File: config.mk
export PLATFORM = sky130hd
export DESIGN_NAME = modbus_rtu_rx_framer
export DESIGN_NICKNAME = d
export VERILOG_FILES = /design/src/rtl/modbus_pkg.sv /design/src/rtl/modbus_crc16_byte.sv /design/src/rtl/modbus_rtu_rx_framer.sv
export SDC_FILE = /design/constraint.sdc
export NUM_CORES = 2
export LEC_CHECK = 0
export CAP_MARGIN = 20
export CORE_ASPECT_RATIO = 0.75
export CORE_MARGIN = 2
export CORE_UTILIZATION = 59
export DETAILED_ROUTE_END_ITERATION = 7
export PLACE_DENSITY = 0.75
export SETUP_SLACK_MARGIN = 0.15
export SYNTH_ARGS = -nofsm -noshare
export SYNTH_HDL_FRONTEND = slang
export SYNTH_SLANG_ARGS = --single-unit
File: constraint.sdc
create_clock -name PCLK -period 4.05 [get_ports PCLK]
set_clock_uncertainty 0.05 [all_clocks]
set_input_delay 0.81 -clock PCLK [delete_from_list [all_inputs] [get_ports PCLK]]
set_output_delay 0.81 -clock PCLK [all_outputs]
set_load 0.005 [all_outputs]
File: src/rtl/modbus_pkg.sv
// Shared Modbus RTU definitions: framer state encoding, error bit positions,
// CRC-16/MODBUS constants and the broadcast station address.
package modbus_pkg;

  typedef enum logic [2:0] {
    ST_INIT,
    ST_IDLE,
    ST_RECV,
    ST_WAIT_EOF,
    ST_HOLD
  } rx_state_e;

  // frm_err = {uart, ovf, gap, crc, short}
  localparam int ERR_SHORT = 0;
  localparam int ERR_CRC   = 1;
  localparam int ERR_GAP   = 2;
  localparam int ERR_OVF   = 3;
  localparam int ERR_UART  = 4;
  localparam int ERR_W     = 5;

  localparam logic [15:0] CRC16_INIT = 16'hFFFF;
  localparam logic [15:0] CRC16_POLY = 16'hA001;

  localparam logic [7:0] MODBUS_BCAST_ADDR = 8'h00;

endpackage

File: src/rtl/modbus_crc16_byte.sv
// Combinational CRC-16/MODBUS update: folds one byte into the running CRC,
// LSB first, eight unrolled shift/xor steps.
module modbus_crc16_byte
  import modbus_pkg::*;
(
  input  logic [15:0] crc_in,
  input  logic [7:0]  data,
  output logic [15:0] crc_out
);

  logic [15:0] c;

  always_comb begin
    c = crc_in ^ {8'h00, data};
    for (int i = 0; i < 8; i++) begin
      c = c[0] ? ((c >> 1) ^ CRC16_POLY) : (c >> 1);
    end
    crc_out = c;
  end

endmodule

File: src/rtl/modbus_rtu_rx_framer.sv
// Modbus RTU receive framer: delimits frames by line silence, buffers the
// bytes, validates CRC and station address, and hands the frame to the decoder.
module modbus_rtu_rx_framer
  import modbus_pkg::*;
#(
  parameter int MAX_LEN = 256,
  parameter int TICK_W  = 20,
  parameter int LEN_W   = $clog2(MAX_LEN + 1)
) (
  input  logic              PCLK,
  input  logic              PRESETn,
  input  logic [TICK_W-1:0] cfg_t15,
  input  logic [TICK_W-1:0] cfg_t35,
  input  logic [7:0]        cfg_slave_addr,
  input  logic              cfg_addr_chk,
  input  logic              rx_valid,
  input  logic [7:0]        rx_data,
  input  logic              rx_err,
  output logic              frm_done,
  output logic [LEN_W-1:0]  frm_len,
  output logic              frm_ok,
  output logic [4:0]        frm_err,
  input  logic [LEN_W-2:0]  frm_rd_addr,
  output logic [7:0]        frm_rd_data,
  input  logic              frm_ack,
  output logic              busy
);

  localparam int AW = LEN_W - 1;

  rx_state_e         state, state_d;
  logic [TICK_W-1:0] sil;
  logic [LEN_W-1:0]  len, len_d;
  logic [15:0]       crc, crc_d, crc_nxt;
  logic [ERR_W-1:0]  flags, flags_d;
  logic [ERR_W-1:0]  close_err;
  logic [7:0]        addr0, addr0_d;
  logic              take, wr_en, done_d, addr_ok;
  logic [AW-1:0]     wr_addr;
  logic [7:0]        mem [MAX_LEN];

  modbus_crc16_byte u_crc (
    .crc_in  (crc),
    .data    (rx_data),
    .crc_out (crc_nxt)
  );

  // Silence counter runs in every state; any received byte restarts it.
  always_ff @(posedge PCLK or negedge PRESETn) begin
    if (!PRESETn)        sil <= '0;
    else if (rx_valid)   sil <= '0;
    else if (sil != '1)  sil <= sil + TICK_W'(1);
  end

  // Station address is latched from the first byte so the close decision
  // never needs a second RAM read port.
  assign addr_ok = !cfg_addr_chk || (addr0 == cfg_slave_addr) ||
                   (addr0 == MODBUS_BCAST_ADDR);

  always_comb begin
    close_err            = flags;
    close_err[ERR_SHORT] = (len < LEN_W'(4));
    close_err[ERR_CRC]   = (crc != 16'h0000);
  end

  always_comb begin
    state_d = state;
    len_d   = len;
    crc_d   = crc;
    flags_d = flags;
    addr0_d = addr0;
    take    = 1'b0;
    wr_en   = 1'b0;
    wr_addr = '0;
    done_d  = 1'b0;

    case (state)
      ST_INIT: begin
        if (!rx_valid && sil >= cfg_t35) state_d = ST_IDLE;
      end
      ST_IDLE: begin
        if (rx_valid) begin
          take    = 1'b1;
          addr0_d = rx_data;
          state_d = ST_RECV;
        end
      end
      ST_RECV: begin
        if (rx_valid)              take    = 1'b1;
        else if (sil >= cfg_t15)   state_d = ST_WAIT_EOF;
      end
      ST_WAIT_EOF: begin
        if (rx_valid) begin
          take             = 1'b1;
          flags_d[ERR_GAP] = 1'b1;
          state_d          = ST_RECV;
        end else if (sil >= cfg_t35) begin
          if (!addr_ok && close_err == '0) begin
            len_d   = '0;
            crc_d   = CRC16_INIT;
            flags_d = '0;
            state_d = ST_IDLE;
          end else begin
            done_d  = 1'b1;
            state_d = ST_HOLD;
          end
        end
      end
      ST_HOLD: begin
        if (frm_ack) begin
          len_d   = '0;
          crc_d   = CRC16_INIT;
          flags_d = '0;
          state_d = ST_INIT;
        end
      end
      default: state_d = ST_INIT;
    endcase

    // IDLE relies on len/crc/flags already being in their cleared state.
    if (take) begin
      crc_d             = crc_nxt;
      flags_d[ERR_UART] = flags_d[ERR_UART] | rx_err;
      if (len < LEN_W'(MAX_LEN)) begin
        wr_en   = 1'b1;
        wr_addr = len[AW-1:0];
        len_d   = len + LEN_W'(1);
      end else begin
        flags_d[ERR_OVF] = 1'b1;
      end
    end
  end

  always_ff @(posedge PCLK or negedge PRESETn) begin
    if (!PRESETn) begin
      state    <= ST_INIT;
      len      <= '0;
      crc      <= CRC16_INIT;
      flags    <= '0;
      addr0    <= '0;
      frm_done <= 1'b0;
      frm_len  <= '0;
      frm_ok   <= 1'b0;
      frm_err  <= '0;
    end else begin
      state    <= state_d;
      len      <= len_d;
      crc      <= crc_d;
      flags    <= flags_d;
      addr0    <= addr0_d;
      frm_done <= done_d;
      if (done_d) begin
        frm_len <= len;
        frm_err <= close_err;
        frm_ok  <= (close_err == '0);
      end
    end
  end

  always_ff @(posedge PCLK) begin
    if (wr_en) mem[wr_addr] <= rx_data;
  end

  always_ff @(posedge PCLK or negedge PRESETn) begin
    if (!PRESETn) frm_rd_data <= '0;
    else          frm_rd_data <= mem[frm_rd_addr];
  end

  assign busy = (state != ST_IDLE) && (state != ST_INIT);

endmodule

### After elaboration in Yosys (flattened, before gate mapping)

Memories as Yosys holds them, arrays and structs flattened. A register that Yosys moved wholly into a read port is not among the register bits.
Index checks and enable logic that the tools add are counted.

| storage, ports and cells | value |
|---|---|
| output and inout bits | 25 |
| memories kept | 1 |
| flip-flop bits (word level) | 75 |
| bits in writable memories | 2048 |

| operators by class | value |
|---|---|
| multiplexer cells | 53 |
| eq/ne operators | 18 |
| reductions and logical operators | 22 |
| add/subtract/negate cells | 2 |
| magnitude comparators | 4 |
| bitwise operators | 10 |

Memories:

| name | words | bits a word | rd ports | clocked after Yosys merged registers in | wr ports | RTL line | text |
|---|---|---|---|---|---|---|---|
| mem | 256 | 8 | 1 | 1 | 1 | modbus_rtu_rx_framer.sv:40 | `logic [7:0] mem [MAX_LEN];` |

Operator list:

| cell | number |
|---|---|
| 16-bit two-way mux | 13 |
| 9-bit two-way mux | 6 |
| 20-bit >= comparator | 2 |
| 20-bit two-way mux | 2 |
| 16-bit case mux with 2 select lines | 1 |
| 3-bit two-way mux | 8 |
| 2-bit NOT with 3-bit output | 8 |
| 20-bit by 1-bit adder with 20-bit output (second input constant) | 1 |
| 20-bit inequality test (second input constant) | 1 |
| 3-bit inequality test (second input constant) | 6 |
| 9-bit case mux with 2 select lines | 1 |
| 8-bit two-way mux | 2 |
| 16-bit nonzero test | 1 |
| 16-bit by 8-bit XOR with 16-bit output | 1 |
| 5-bit two-way mux | 3 |
| 3-bit case mux with 5 select lines | 1 |
| 1-bit two-way mux | 12 |
| 2-bit inequality test (second input constant) | 5 |
| 5-bit case mux with 2 select lines | 1 |
| 9-bit by 1-bit adder with 9-bit output (second input constant) | 1 |
| 9-bit by 3-bit less-than comparator with 1-bit output (second input constant) | 1 |
| 9-bit less-than comparator (second input constant) | 1 |
| 8-bit equality test | 1 |
| 8-bit logical NOT | 1 |
| 18 further kinds | 29 |

### Depth between registers and ports, before layout

| logic depth | value |
|---|---|
| word-level depth | 18 |
| mapped depth | 11 |

### Modules after synthesis

From an unflattened synthesis, not the netlist that was laid out.

| second synthesis, totals | value |
|---|---|
| cells, all modules | 4149 |
| area, all modules | 83973.0 sq um |

Modules (own cells, without submodules):

| module | cells an instance | times used | sequential area each (sq um) | area each (sq um) |
|---|---|---|---|---|
| modbus_rtu_rx_framer | 4123 | 1 | 63596.0 | 83694.0 |
| modbus_crc16_byte | 26 | 1 | 0.0 | 279.0 |

### Worst setup path before layout

Ideal clock, no wire load.

| timing | value |
|---|---|
| path type | input-to-reg |
| from | input port rx_valid |
| to | memory mem[198][0] (enable) |
| arrival | 2.590 ns |
| data required time | 3.630 ns |
| stages on the path | 8 |
| path slack | 1.040 ns |
| buffers on the path | 3 |
| path through | clkbuf_2 > nor3b_1 > nand2_1 > buf_2 > nor3_1 > nand3_1 > clkbuf_1 > nor2_1 |

| on the way | value |
|---|---|
| cells in the longest elaborated chain, start to end | 5 |
| elaborated cells on any way between the ends | 6 |
| classes of those cells | 6 x mux |

Ends and longest elaborated chain:

| item | RTL line | text |
|---|---|---|
| start, declared | modbus_rtu_rx_framer.sv:16 | `input logic rx_valid,` |
| 1-bit two-way mux (*) | modbus_rtu_rx_framer.sv:82, modbus_rtu_rx_framer.sv:89, modbus_rtu_rx_framer.sv:93 |  |
| 1-bit two-way mux (*) | -- |  |
| 1-bit two-way mux | modbus_rtu_rx_framer.sv:121 | `if (take) begin` |
| 1-bit two-way mux | modbus_rtu_rx_framer.sv:161 | `if (wr_en) mem[wr_addr] <= rx_data;` |
| 1-bit two-way mux (not written as such) | modbus_rtu_rx_framer.sv:161 |  |
| end, declared | modbus_rtu_rx_framer.sv:40 |  |

Every way passes the cells marked *; elsewhere a longest branch is shown, timed or not.

==> flow_summary.toml <==
[outcome]
status = "completed"

[cts]
postCtsResizedCells = 0
clock_path_buffers = 3
clock_sinks = 2131
numCtsBuffers = 187
clk_latency_ps = 830
cts_root_buf = "clkbuf_16"
htree_levels = 4
cts_tree = "done"
hold_buffers = 1
postCtsSetupBuffers = 0
clkTransAtPathRegs_ps = 70

[synth]
synth_area_leaders = "edfxtp_1 (73%), mux4_2 (13%), dfrtp_1 (2.0%), nor2_1 (1.4%), mux2i_1 (1.2%)"
ys.flop_type = "edfxtp_1"
synth.largest_area_cell = "edfxtp_1"
synth_compound_area_share_pct = 3.426
synthAdderAreaFrac_pct = 0.6272
ys_ff_latch = 2131
synth_top_family_by_area = "multiplexers"
synth.cell_area_sq_um = 83780
ys_seq_area_share_pct = 75.90
synthMuxAreaShare_pct = 14.30
synth_edf_count = 2048
synth_cell_types = 75
synth-simple-area-share_pct = 3.275
synth_cells = 4110
synth_xor_area_share_pct = 0.4704
ys_async_sr_fraction_pct = 3.895
syn_avg_cell_area_sq_um = 20.39
yosysWarningCount = 0
synth_top_area_share_pct = 73.40
synth_nets = 4222

[final_layout]
nets = 4703
drive_above_1_share_pct = 26.09
antenna_cells = 0
final_core_util_pct = 67.61
layout_common_cells = "edfxtp_1 (2,048), mux4_2 (467), buf_4 (383), nor2_1 (312), clkbuf_16 (189)"
n_fill_cell = 8570
final_common_cell = "edfxtp_1"
area_growth_pct = 13.54

[floorplanning]
die_y_um = 330.4
ioPinCount = 95
dieArea_sq_um = 145100
row_count = 119
coreArea_sq_um = 140700
start_util_pct = 59.55
die_w_um = 439.1

[worst_hold_path]
holdCritPathClass = "primary input to flip-flop"
holdPathEnd = "mem[19][5]"
min_from = "rx_data[5]"
min_path_cells = 1

[routing]
dr.pass1.iters = 6
ant_nets = 0
wirelength_um = 209100
vias = 44010
vias_per_cell = 6.657
routedWlPerCell_um = 31.63
dr.first_iter.drc_count = 6875
route.detailed.drc = 0

[placement]
dpl.hpwl_um = 130200
place_ws_ps = -432.6
io_buffers = 94
gp_congestion = 0.9212

[critical_path]
arrival_ps = 4370
worstSetupEndpointType = "flip-flop"
max_stage_delay_ps = 860
crit_fanout = 44
r2r-end = "mem[141][1]"
reg2reg_setup_slack_ps = 890
critPathBufInv = 3
ff2ff_path_depth = 7
crit_family = "simple AND/OR/NAND/NOR gates"
required_ps = 4670
crit_slowest_cell = "nor3_1"
crit_path_start_kind = "primary input"
crit_chain = "buf_8 > buf_12 > buf_4 > mux4_2 > a221oi_1 > o22ai_1 > nor3_1 > nor4_1"
critical_path_class = "primary input to flip-flop"
timing.rr.start = "state[2]"

[grt]
antenna_found_initial = 6
grt_pass1_wl_um = 304000
grt-ovfl-total = 0
grt_max_degree = 176
grt_pass1_vias = 43390
groute.usage.overall_pct = 29.33

[timing]
worst_slew_pin_slew_ps = 1256
fin_crit_sh_pct = 92.61
setup_tns_ps = 0
setup_viol = 0
slew_viol_final = 0
fmax_ghz = 0.2666
slew_headroom_pct = 16.29
timing.final.ws_setup_ps = 299.3
period_needed_ps = 3751
hold_viol = 0
rsz0062_at_grt = "false"

[power]
p_leak_nw = 30.94
p_per_area_nw_per_um2 = 470.3
irDropWorstVdd_uv = 387.9

[flow_run]
maxCapViolCount = 0
==> layer usage <==
metal / part of all wire [%] / up-vias / global-route usage (%) / routed length [um]
met5: 0.0053 / - / 0 / 11
met4: 2.8 / 2 / 8.262 / 5957
met3: 13 / 394 / 7.274 / 27840
met2: 46 / 3078 / 43.65 / 95220
met1: 38 / 22620 / 44.06 / 80100
li1: - / 17920 / - / -
==> stage by stage <==
step                      power (mW)  hold slack (ps)  cell area, sq um  std cells
after floorplan                26.72            424.1             83780       4110
after global placement         27.91            443.5             89310       6276
after detailed placement       27.98            447.4             89310       6276
after CTS                      44.83            222.1             95130       6612
after global routing           45.82            248.1             95130       6612
final                          44.74            269.9             95130       6612
==> cell usage after synthesis, types with 38 or more instances <==
cell      number
nand2_1      131
clkbuf_1      72
mux4_2       467
inv_1         45
nor2_1       315
mux2i_1      102
nor3_1        38
o22ai_1      113
dfrtp_1       67
ha_1          42
edfxtp_1    2048
a21oi_1       41
buf_2         81
a22oi_1       66
==> how the worst max path moves through the flow <==
stage / to / startpoint / slack [ps] / cells after the start
floorplan: mem[198][0] / rx_valid / 1040 / 8
global placement: frm_rd_data[3] / frm_rd_addr[0] / -500 / 8
detailed placement: frm_rd_data[3] / frm_rd_addr[0] / -430 / 8
CTS: frm_rd_data[3] / frm_rd_addr[0] / 460 / 8
global route: frm_rd_data[3] / frm_rd_addr[0] / 280 / 8
finish: frm_rd_data[3] / frm_rd_addr[0] / 300 / 8
==> area by class of cell <==
type	instances	area, sq um	share of cell area [%]
Multi-Input combinational cell	1710	18580	19.53
Inverter	46	172.7	0.1815
Clock inverter	104	890.9	0.9365
Tap cell	1875	2346	2.466
Clock buffer	231	4912	5.164
Timing Repair Buffer	515	4626	4.863
Sequential cell	2131	63600	66.85
==> flip-flops by register name (all words and copies together) (netlist names) <==
name         cells
len              9
frm_len          9
flags            3
frm_err          5
state            3
frm_ok           1
frm_rd_data      8
mem           2048
frm_done         1
addr0            8
sil             20
crc             16
==> report_power, final <==
group | switching, mW | internal, mW | total, mW
combinational | 1.77 | 1.18 | 2.95
sequential | 0.230 | 24.4 | 24.6
clock | 7.84 | 9.33 | 17.2
total | 9.84 | 34.9 | 44.7
==> cell families after synthesis <==
family	after synthesis
compound gates	408
xor+xnor	45
fa+ha+maj	42
buf+inv	269
flops	2131
mux	598
simple gates	617
(Power assumes the default switching activity.)
